$ cat src/rtl/fifo_burst_reader_if.sv
// Handshake bundle for fifo_burst_reader: burst control, FIFO read port and downstream stream.
// The master view belongs to the reader; the slave view to whatever drives it.
interface fifo_burst_reader_if #(
   parameter int unsigned DataWidth = 8,
   parameter int unsigned MaxBurst  = 16
);
   localparam int unsigned LenW = $clog2(MaxBurst + 1);

   logic                 start_i;
   logic [LenW-1:0]      len_i;
   logic                 busy_o;
   logic                 done_o;
   logic [LenW-1:0]      count_o;
   logic                 fifo_rvalid_i;
   logic                 fifo_rready_o;
   logic [DataWidth-1:0] fifo_data_i;
   logic                 m_valid_o;
   logic                 m_ready_i;
   logic [DataWidth-1:0] m_data_o;
   logic                 m_last_o;

   modport master (
      input  start_i, len_i, fifo_rvalid_i, fifo_data_i, m_ready_i,
      output busy_o, done_o, count_o, fifo_rready_o, m_valid_o, m_data_o, m_last_o
   );

   modport slave (
      output start_i, len_i, fifo_rvalid_i, fifo_data_i, m_ready_i,
      input  busy_o, done_o, count_o, fifo_rready_o, m_valid_o, m_data_o, m_last_o
   );
endinterface

$ cat src/rtl/fifo_burst_reader.sv
// Pops a burst of up to MaxBurst words from a FIFO read port and forwards them
// through a one-deep output register with last-word marking and a done pulse.
module fifo_burst_reader #(
   parameter int unsigned DataWidth = 8,
   parameter int unsigned MaxBurst  = 16
) (
   input  logic                clk_i,
   input  logic                reset_i,
   fifo_burst_reader_if.master bus
);
   localparam int unsigned LenW = $clog2(MaxBurst + 1);

   typedef enum logic [1:0] {IDLE, RUN, DONE} state_t;

   state_t               state;
   logic [LenW-1:0]      len_q;
   logic [LenW-1:0]      fetched_q;
   logic [LenW-1:0]      count_q;
   logic                 m_valid_q;
   logic                 m_last_q;
   logic [DataWidth-1:0] m_data_q;
   logic                 rready;
   logic                 pop;
   logic                 accept;

   // Gated by reset so no pop can be requested while the burst is being abandoned.
   always_comb begin
      rready = !reset_i && (state == RUN) && (fetched_q < len_q) &&
               (!m_valid_q || bus.m_ready_i);
      pop    = rready && bus.fifo_rvalid_i;
      accept = m_valid_q && bus.m_ready_i;
   end

   always_ff @(posedge clk_i) begin
      if (reset_i) begin
         state     <= IDLE;
         len_q     <= '0;
         fetched_q <= '0;
         count_q   <= '0;
         m_valid_q <= 1'b0;
         m_last_q  <= 1'b0;
         m_data_q  <= '0;
      end else begin
         unique case (state)
            IDLE: begin
               if (bus.start_i) begin
                  count_q   <= '0;
                  fetched_q <= '0;
                  if (bus.len_i == '0) begin
                     state <= DONE;
                  end else begin
                     len_q <= (bus.len_i > LenW'(MaxBurst)) ? LenW'(MaxBurst) : bus.len_i;
                     state <= RUN;
                  end
               end
            end
            RUN: begin
               if (accept) begin
                  count_q   <= count_q + LenW'(1);
                  m_valid_q <= 1'b0;
                  m_last_q  <= 1'b0;
                  if (m_last_q) state <= DONE;
               end
               // A pop in the same cycle as an accept reloads the output register.
               if (pop) begin
                  fetched_q <= fetched_q + LenW'(1);
                  m_valid_q <= 1'b1;
                  m_data_q  <= bus.fifo_data_i;
                  m_last_q  <= (fetched_q + LenW'(1) == len_q);
               end
            end
            DONE: state <= IDLE;
            default: state <= IDLE;
         endcase
      end
   end

   assign bus.busy_o        = (state != IDLE);
   assign bus.done_o        = (state == DONE);
   assign bus.count_o       = count_q;
   assign bus.fifo_rready_o = rready;
   assign bus.m_valid_o     = m_valid_q;
   assign bus.m_data_o      = m_data_q;
   assign bus.m_last_o      = m_last_q;
endmodule
$ cat src/flat_wrapper.sv
// flat-port wrapper written by rule: the top's interface ports become plain ports
module fifo_burst_reader_flat 
#(
   parameter int unsigned DataWidth = 8,
   parameter int unsigned MaxBurst  = 16
)
  (clk_i, reset_i, bus_start_i, bus_len_i, bus_fifo_rvalid_i, bus_fifo_data_i, bus_m_ready_i, bus_busy_o, bus_done_o, bus_count_o, bus_fifo_rready_o, bus_m_valid_o, bus_m_data_o, bus_m_last_o);
  fifo_burst_reader_if #(.DataWidth(DataWidth), .MaxBurst(MaxBurst)) bus_i ();
  input  logic clk_i;
  input  logic reset_i;
  input wire logic [$bits(bus_i.start_i)-1:0] bus_start_i;
  input wire logic [$bits(bus_i.len_i)-1:0] bus_len_i;
  input wire logic [$bits(bus_i.fifo_rvalid_i)-1:0] bus_fifo_rvalid_i;
  input wire logic [$bits(bus_i.fifo_data_i)-1:0] bus_fifo_data_i;
  input wire logic [$bits(bus_i.m_ready_i)-1:0] bus_m_ready_i;
  output wire logic [$bits(bus_i.busy_o)-1:0] bus_busy_o;
  output wire logic [$bits(bus_i.done_o)-1:0] bus_done_o;
  output wire logic [$bits(bus_i.count_o)-1:0] bus_count_o;
  output wire logic [$bits(bus_i.fifo_rready_o)-1:0] bus_fifo_rready_o;
  output wire logic [$bits(bus_i.m_valid_o)-1:0] bus_m_valid_o;
  output wire logic [$bits(bus_i.m_data_o)-1:0] bus_m_data_o;
  output wire logic [$bits(bus_i.m_last_o)-1:0] bus_m_last_o;
  assign bus_i.start_i = bus_start_i;
  assign bus_i.len_i = bus_len_i;
  assign bus_i.fifo_rvalid_i = bus_fifo_rvalid_i;
  assign bus_i.fifo_data_i = bus_fifo_data_i;
  assign bus_i.m_ready_i = bus_m_ready_i;
  assign bus_busy_o = bus_i.busy_o;
  assign bus_done_o = bus_i.done_o;
  assign bus_count_o = bus_i.count_o;
  assign bus_fifo_rready_o = bus_i.fifo_rready_o;
  assign bus_m_valid_o = bus_i.m_valid_o;
  assign bus_m_data_o = bus_i.m_data_o;
  assign bus_m_last_o = bus_i.m_last_o;
  fifo_burst_reader #(.DataWidth(DataWidth), .MaxBurst(MaxBurst)) u_core (.clk_i(clk_i), .reset_i(reset_i), .bus(bus_i));
endmodule
$ cat config.mk
export PLATFORM = sky130hd
export DESIGN_NAME = fifo_burst_reader_flat
export DESIGN_NICKNAME = d
export VERILOG_FILES = /design/src/rtl/fifo_burst_reader_if.sv /design/src/rtl/fifo_burst_reader.sv /design/src/flat_wrapper.sv
export SDC_FILE = /design/constraint.sdc
export NUM_CORES = 1
export LEC_CHECK = 0
export ABC_AREA = 1
export CAP_MARGIN = 10
export CORE_ASPECT_RATIO = 1.1
export CORE_MARGIN = 5
export CORE_UTILIZATION = 42
export CTS_CLUSTER_SIZE = 20
export DETAILED_ROUTE_END_ITERATION = 16
export PLACE_DENSITY = 0.7
export SLEW_MARGIN = 20
export SYNTH_ARGS = -nofsm -noshare
export SYNTH_HDL_FRONTEND = slang
export SYNTH_SLANG_ARGS = --single-unit
$ cat constraint.sdc
create_clock -name clk_i -period 2.7 [get_ports clk_i]
set_input_delay 0.27 -clock clk_i [delete_from_list [all_inputs] [get_ports clk_i]]
set_output_delay 0.27 -clock clk_i [all_outputs]
set_load 0.05 [all_outputs]
Word level (Yosys, flattened, before mapping)
Cells that the tools add are included.
W data, S select, Z words.
{"block": "word_totals", "register_bits": 27, "out_inout_bits": 18, "wordCells": 52}
{"block": "op_classes", "addsub": 2, "magnitude_cmp": 2, "eq_ne": 7, "mux": 14, "bitwise": 1, "reduce_logical": 19}
{"operator": "$mux W5", "n": 4}
{"operator": "$pmux W5 S2", "n": 2}
{"operator": "$reduce_and A3 Y1", "n": 4}
{"operator": "$add A5 B1 Y5 const B", "n": 2}
{"operator": "$mux W2", "n": 4}
{"operator": "$ne A2 B1 Y1 const B", "n": 3}
{"operator": "$reduce_bool A2 Y1", "n": 3}
{"operator": "$eq A5 B5 Y1", "n": 1}
{"operator": "$gt A5 B5 Y1 const B", "n": 1}
{"operator": "$logic_and A1 B1 Y1", "n": 5}
{"operator": "$logic_not A5 Y1", "n": 1}
{"operator": "$lt A5 B5 Y1", "n": 1}
{"operator": "$pmux W2 S2", "n": 1}
{"operator": "$reduce_and A2 Y1", "n": 2}
{"operator": "$mux W1", "n": 3}
{"operator": "$eq A2 B1 Y1 const B", "n": 1}
{"operator": "$eq A2 B2 Y1 const B", "n": 1}
{"operator": "$logic_not A1 Y1", "n": 2}
{"operator": "$logic_not A2 Y1", "n": 1}
{"operator": "$ne A2 B2 Y1 const B", "n": 1}
{"operator": "$logic_or A1 B1 Y1", "n": 1}
{"operator": "$not A1 Y1", "n": 1}

Logic depth before layout (Yosys ltp)
{"block": "depth", "word_depth": 7, "mapped_depth": 10}

Worst setup path before layout
No wires, ideal clock.
{"block": "synth_path", "path_kind": "register to register", "startpoint": "register u_core.m_valid_q, in the netlist u_core.bus.m_valid_o", "endpoint": "register u_core.m_last_q, in the netlist u_core.bus.m_last_o", "setup_ps": 67, "arrival_time_ps": 1443, "required_time_ps": 2633, "path_slack_ps": 1190, "path_stages_with_launch": 9, "n_path_buf": 2, "path_cell_list": "dfxtp_1 nand2_1 nand2_2 nor2_2 nand4_2 buf_6 buf_8 nand3_1 a21oi_2"}
{"block": "synth_between", "elab_chain_len": 6}
{"item": "from (decl)", "line": "fifo_burst_reader.sv:19", "rtl": "logic m_valid_q;"}
{"item": "from (signal assigned)", "line": "fifo_burst_reader.sv:40", "rtl": "m_valid_q <= 1'b0;"}
{"item": "from (signal assigned)", "line": "fifo_burst_reader.sv:60", "rtl": "m_valid_q <= 1'b0;"}
{"item": "from (signal assigned)", "line": "fifo_burst_reader.sv:67", "rtl": "m_valid_q <= 1'b1;"}
{"item": "$logic_not A1 Y1", "line": "fifo_burst_reader.sv:29", "rtl": "(!m_valid_q || bus.m_ready_i);"}
{"item": "$logic_or A1 B1 Y1", "line": "fifo_burst_reader.sv:29"}
{"item": "$logic_and A1 B1 Y1", "line": "fifo_burst_reader.sv:28", "rtl": "rready = !reset_i && (state == RUN) && (fetched_q < len_q) &&"}
{"item": "$logic_and A1 B1 Y1", "line": "fifo_burst_reader.sv:30", "rtl": "pop = rready && bus.fifo_rvalid_i;"}
{"item": "$reduce_bool A2 Y1 (no line)"}
{"item": "$reduce_and A2 Y1 (no line)"}
{"item": "to (signal assigned)", "line": "fifo_burst_reader.sv:69", "rtl": "m_last_q <= (fetched_q + LenW'(1) == len_q);"}
{"item": "to (decl)", "line": "fifo_burst_reader.sv:20", "rtl": "logic m_last_q;"}
Several ways; a longest one is shown, not always the timed one.
A chain may end at the register's enable or synchronous reset.

Worst setup path after layout
{"block": "layout_path", "startpoint": "register u_core.len_q[3]", "endpoint": "register u_core.fetched_q[1]"}
{"block": "layout_between", "elab_chain_len": 6}
{"item": "from (decl)", "line": "fifo_burst_reader.sv:16", "rtl": "logic [LenW-1:0] len_q;"}
{"item": "from (signal assigned)", "line": "fifo_burst_reader.sv:52", "rtl": "len_q <= (bus.len_i > LenW'(MaxBurst)) ? LenW'(MaxBurst) : bus.len_i;"}
{"item": "$lt A5 B5 Y1", "line": "fifo_burst_reader.sv:28"}
{"item": "$logic_and A1 B1 Y1 (2 in a row)", "line": "fifo_burst_reader.sv:28"}
{"item": "$logic_and A1 B1 Y1", "line": "fifo_burst_reader.sv:30"}
{"item": "$ne A2 B1 Y1 (no line)"}
{"item": "$reduce_and A3 Y1 (no line)"}
{"item": "to (signal assigned)", "line": "fifo_burst_reader.sv:66", "rtl": "fetched_q <= fetched_q + LenW'(1);"}
{"item": "to (decl)", "line": "fifo_burst_reader.sv:17", "rtl": "logic [LenW-1:0] fetched_q;"}
Every way passes these cells.

==> results.md <==
- Yosys reg bits: 27
- Port bufs: 35
- Die Span X: 65.4 um
- Netlist cell types: 25
- Min Tclk post-route: 2.01 ns
- Status: completed
- Routed length per placed instance: 10.9 um
- Slew Limit Headroom: 0.660
- Period utilization: 0.743
- Cts-stage hold buffer count: 0
- Startpoint types: flop
- CORE AREA: 0.00330 sq mm
- Worst slack, placed: 0.562 ns
- Data required, critical path: 2.93 ns
- Slew Limit Fails: 0
- Critical-path cell list: inv_1, ha_1, nand2_1, inv_1, nand3_1, nand4_2, nand2_1, inv_1, nor2_1, nor2_1
- Worst Max-Slew Pin Slew: 0.509 ns
- Tot GR Track Use: 0.142
- PwrDens: 488 mW/mm^2
- Worst skew pair latency: 0.33 ns
- Std-Cell Rows: 22
- Commonest non-fill, non-tap cell in the layout: nand2_1
- Slowest cell on crit path: dfxtp_1
- Max cap viols: 0
- Nets: 267
- Fraction of layout cells with a size suffix above 1: 0.0705
- Die span in y: 70.9 um
- Critical setup path kind: reg2reg
- Placed insts: 273
- Netlist area before placement: 0.00142 sq mm
- Vias in the first global route: 1240
- Worst hold margin: 0.453 ns
- Fill count: 331
- WL final: 3.03 mm
- Worst path most repeated cell: inv_1
- Cell area after layout: 0.00181 sq mm
- Final core utilization: 0.549
- Async SR Flop Fraction: 0
- Syn. warnings: 0
- Post-DP HPWL: 2.43 mm
- Routability cong.: 0.809
- Starting density of the core: 0.429
- Sequential cell area fraction in the yosys report: 0.382
- DR iter-0 viols: 66
- Initial antenna violation count: 0
- Io pins: 36
- CP arrival: 2.24 ns
- RSZ-0062 raised after global routing: no
- Final TNS setup: 0 ns
- EDFF count, synth: 0
- Max incr delay on CP: 0.40 ns
- VDD IR max: 0.256 mV
- Setup bufs post-CTS: 0
- DIE AREA: 0.00464 sq mm
- Critical Path Sink Type: flop
- Pre-antenna DRT Iters: 4
- Post-cts sizing count: 0
- Commonest non-fill, non-tap cells in the layout: 35 x nand2_1, 34 x inv_1, 34 x clkdlybuf4s50_1, 31 x nor2_1, 27 x dfxtp_1
- Avg Cell Area, Syn: 6.91 sq um
- Mapped Cells: 205
- Via-to-Cell Ratio: 4.93
- Leak Pwr: 0.748 nW
- GR Overflow Total: 0
- Max frequency: 498 MHz
- Setup WS post-layout: 0.693 ns
- Clock slew at reported path FFs: 0.16 ns
- Sink Count: 27
- Finished Layout Cells: 277
- CTS buffer count: 3
- Worst Skew: 0.0121 ns
- Antenna Cells: 0
- Final setup vio count: 0
- Residual DRC: 0
- Total power: 885 uW
- CTS Buffer Depth: 2
- Htree depth: 1
- TritonCTS clock tree: built
- Ys flop type: dfxtp_1
- Post-route ant nets: 0
- Hold Crit Class: reg2reg
- Crit-path max FO: 20
- CTS root buffer: clkbuf_4
- Buf/Inv on CP: 3
- Syn Nets: 230
- Vias: 1365
- First-pass GRT wire length: 5.28 mm
- DP Area: 0.00178 sq mm
- Final Hold Viols: 0
- Area Growth Syn to Fin: 28.0%
- Top delay family on crit path: simple AND/OR/NAND/NOR gates
- Largest net degree at the start of global routing: 21
==> cell usage after synthesis, types with 2 or more instances <==
cell,n,area share
nand3_1,11,0.039
inv_1,34,0.090
nand2_2,3,0.013
dfxtp_1,27,0.38
o21ai_0,14,0.049
a21oi_1,20,0.071
nand4_1,5,0.022
clkbuf_1,2,0.0053
nand2_1,35,0.093
nor2_2,2,0.0088
nor3_1,2,0.0071
ha_1,7,0.062
nor2_1,31,0.082
==> kinds of logic after synthesis <==
family,count (synthesis),synth area share
AOI/OAI and AO/OA,36,0.132
and+or+nand+nor,96,0.308
adders and majority gates,7,0.0618
DFF,27,0.382
buffers and inverters,39,0.117
==> sequential cells by signal, summed over array words and instances (netlist names) <==
signal / flops
u_core.bus.count_o: 5
u_core.bus.m_last_o: 1
u_core.state: 2
u_core.bus.m_data_o: 8
u_core.len_q: 5
u_core.fetched_q: 5
u_core.bus.m_valid_o: 1
==> routing by layer <==
metal	vias to the layer above	part of all wire	global-route usage	wire length, um
li1	733	-	-	-
met1	588	0.46	0.176	1400
met2	38	0.46	0.243	1380
met3	6	0.065	0.0254	197
met4	0	0.016	0.0530	48
met5	-	0	0	0
==> area by class of cell <==
cell class	instances	area, sq um	share of cell area
Clock buffer	3	22.5	0.0124
Clock inverter	1	7.51	0.00414
Inverter	35	131	0.0725
Multi-Input combinational cell	139	711	0.392
Sequential cell	27	541	0.298
Tap cell	36	45.0	0.0248
Timing Repair Buffer	36	355	0.196
==> where the power goes <==
group | switching, mW | internal [mW] | total (mW) | leakage (nW)
Clock | 0.124 | 0.0566 | 0.180 | 0.0139
Combinational | 0.159 | 0.0967 | 0.256 | 0.514
Sequential | 0.0245 | 0.424 | 0.448 | 0.220
Total | 0.308 | 0.577 | 0.885 | 0.748
==> final timing paths <==
kind	from	end	depth (start not counted)	slack, ns
max	u_core.len_q[3]	u_core.fetched_q[1]	10	0.69
min	u_core.bus.m_data_o[0]	u_core.bus.m_data_o[0]	2	0.45
max reg2reg	u_core.len_q[3]	u_core.fetched_q[1]	10	0.69
min reg2reg	u_core.bus.m_data_o[0]	u_core.bus.m_data_o[0]	2	0.45
==> worst reg2reg max path: stages (launching register included) <==
cell and delay, ns:
dfxtp_1 0.40, inv_1 0.07, ha_1 0.27, nand2_1 0.07
inv_1 0.05, nand3_1 0.10, nand4_2 0.38, nand2_1 0.29
inv_1 0.13, nor2_1 0.10, nor2_1 0.05
(Power assumes the default switching activity.)
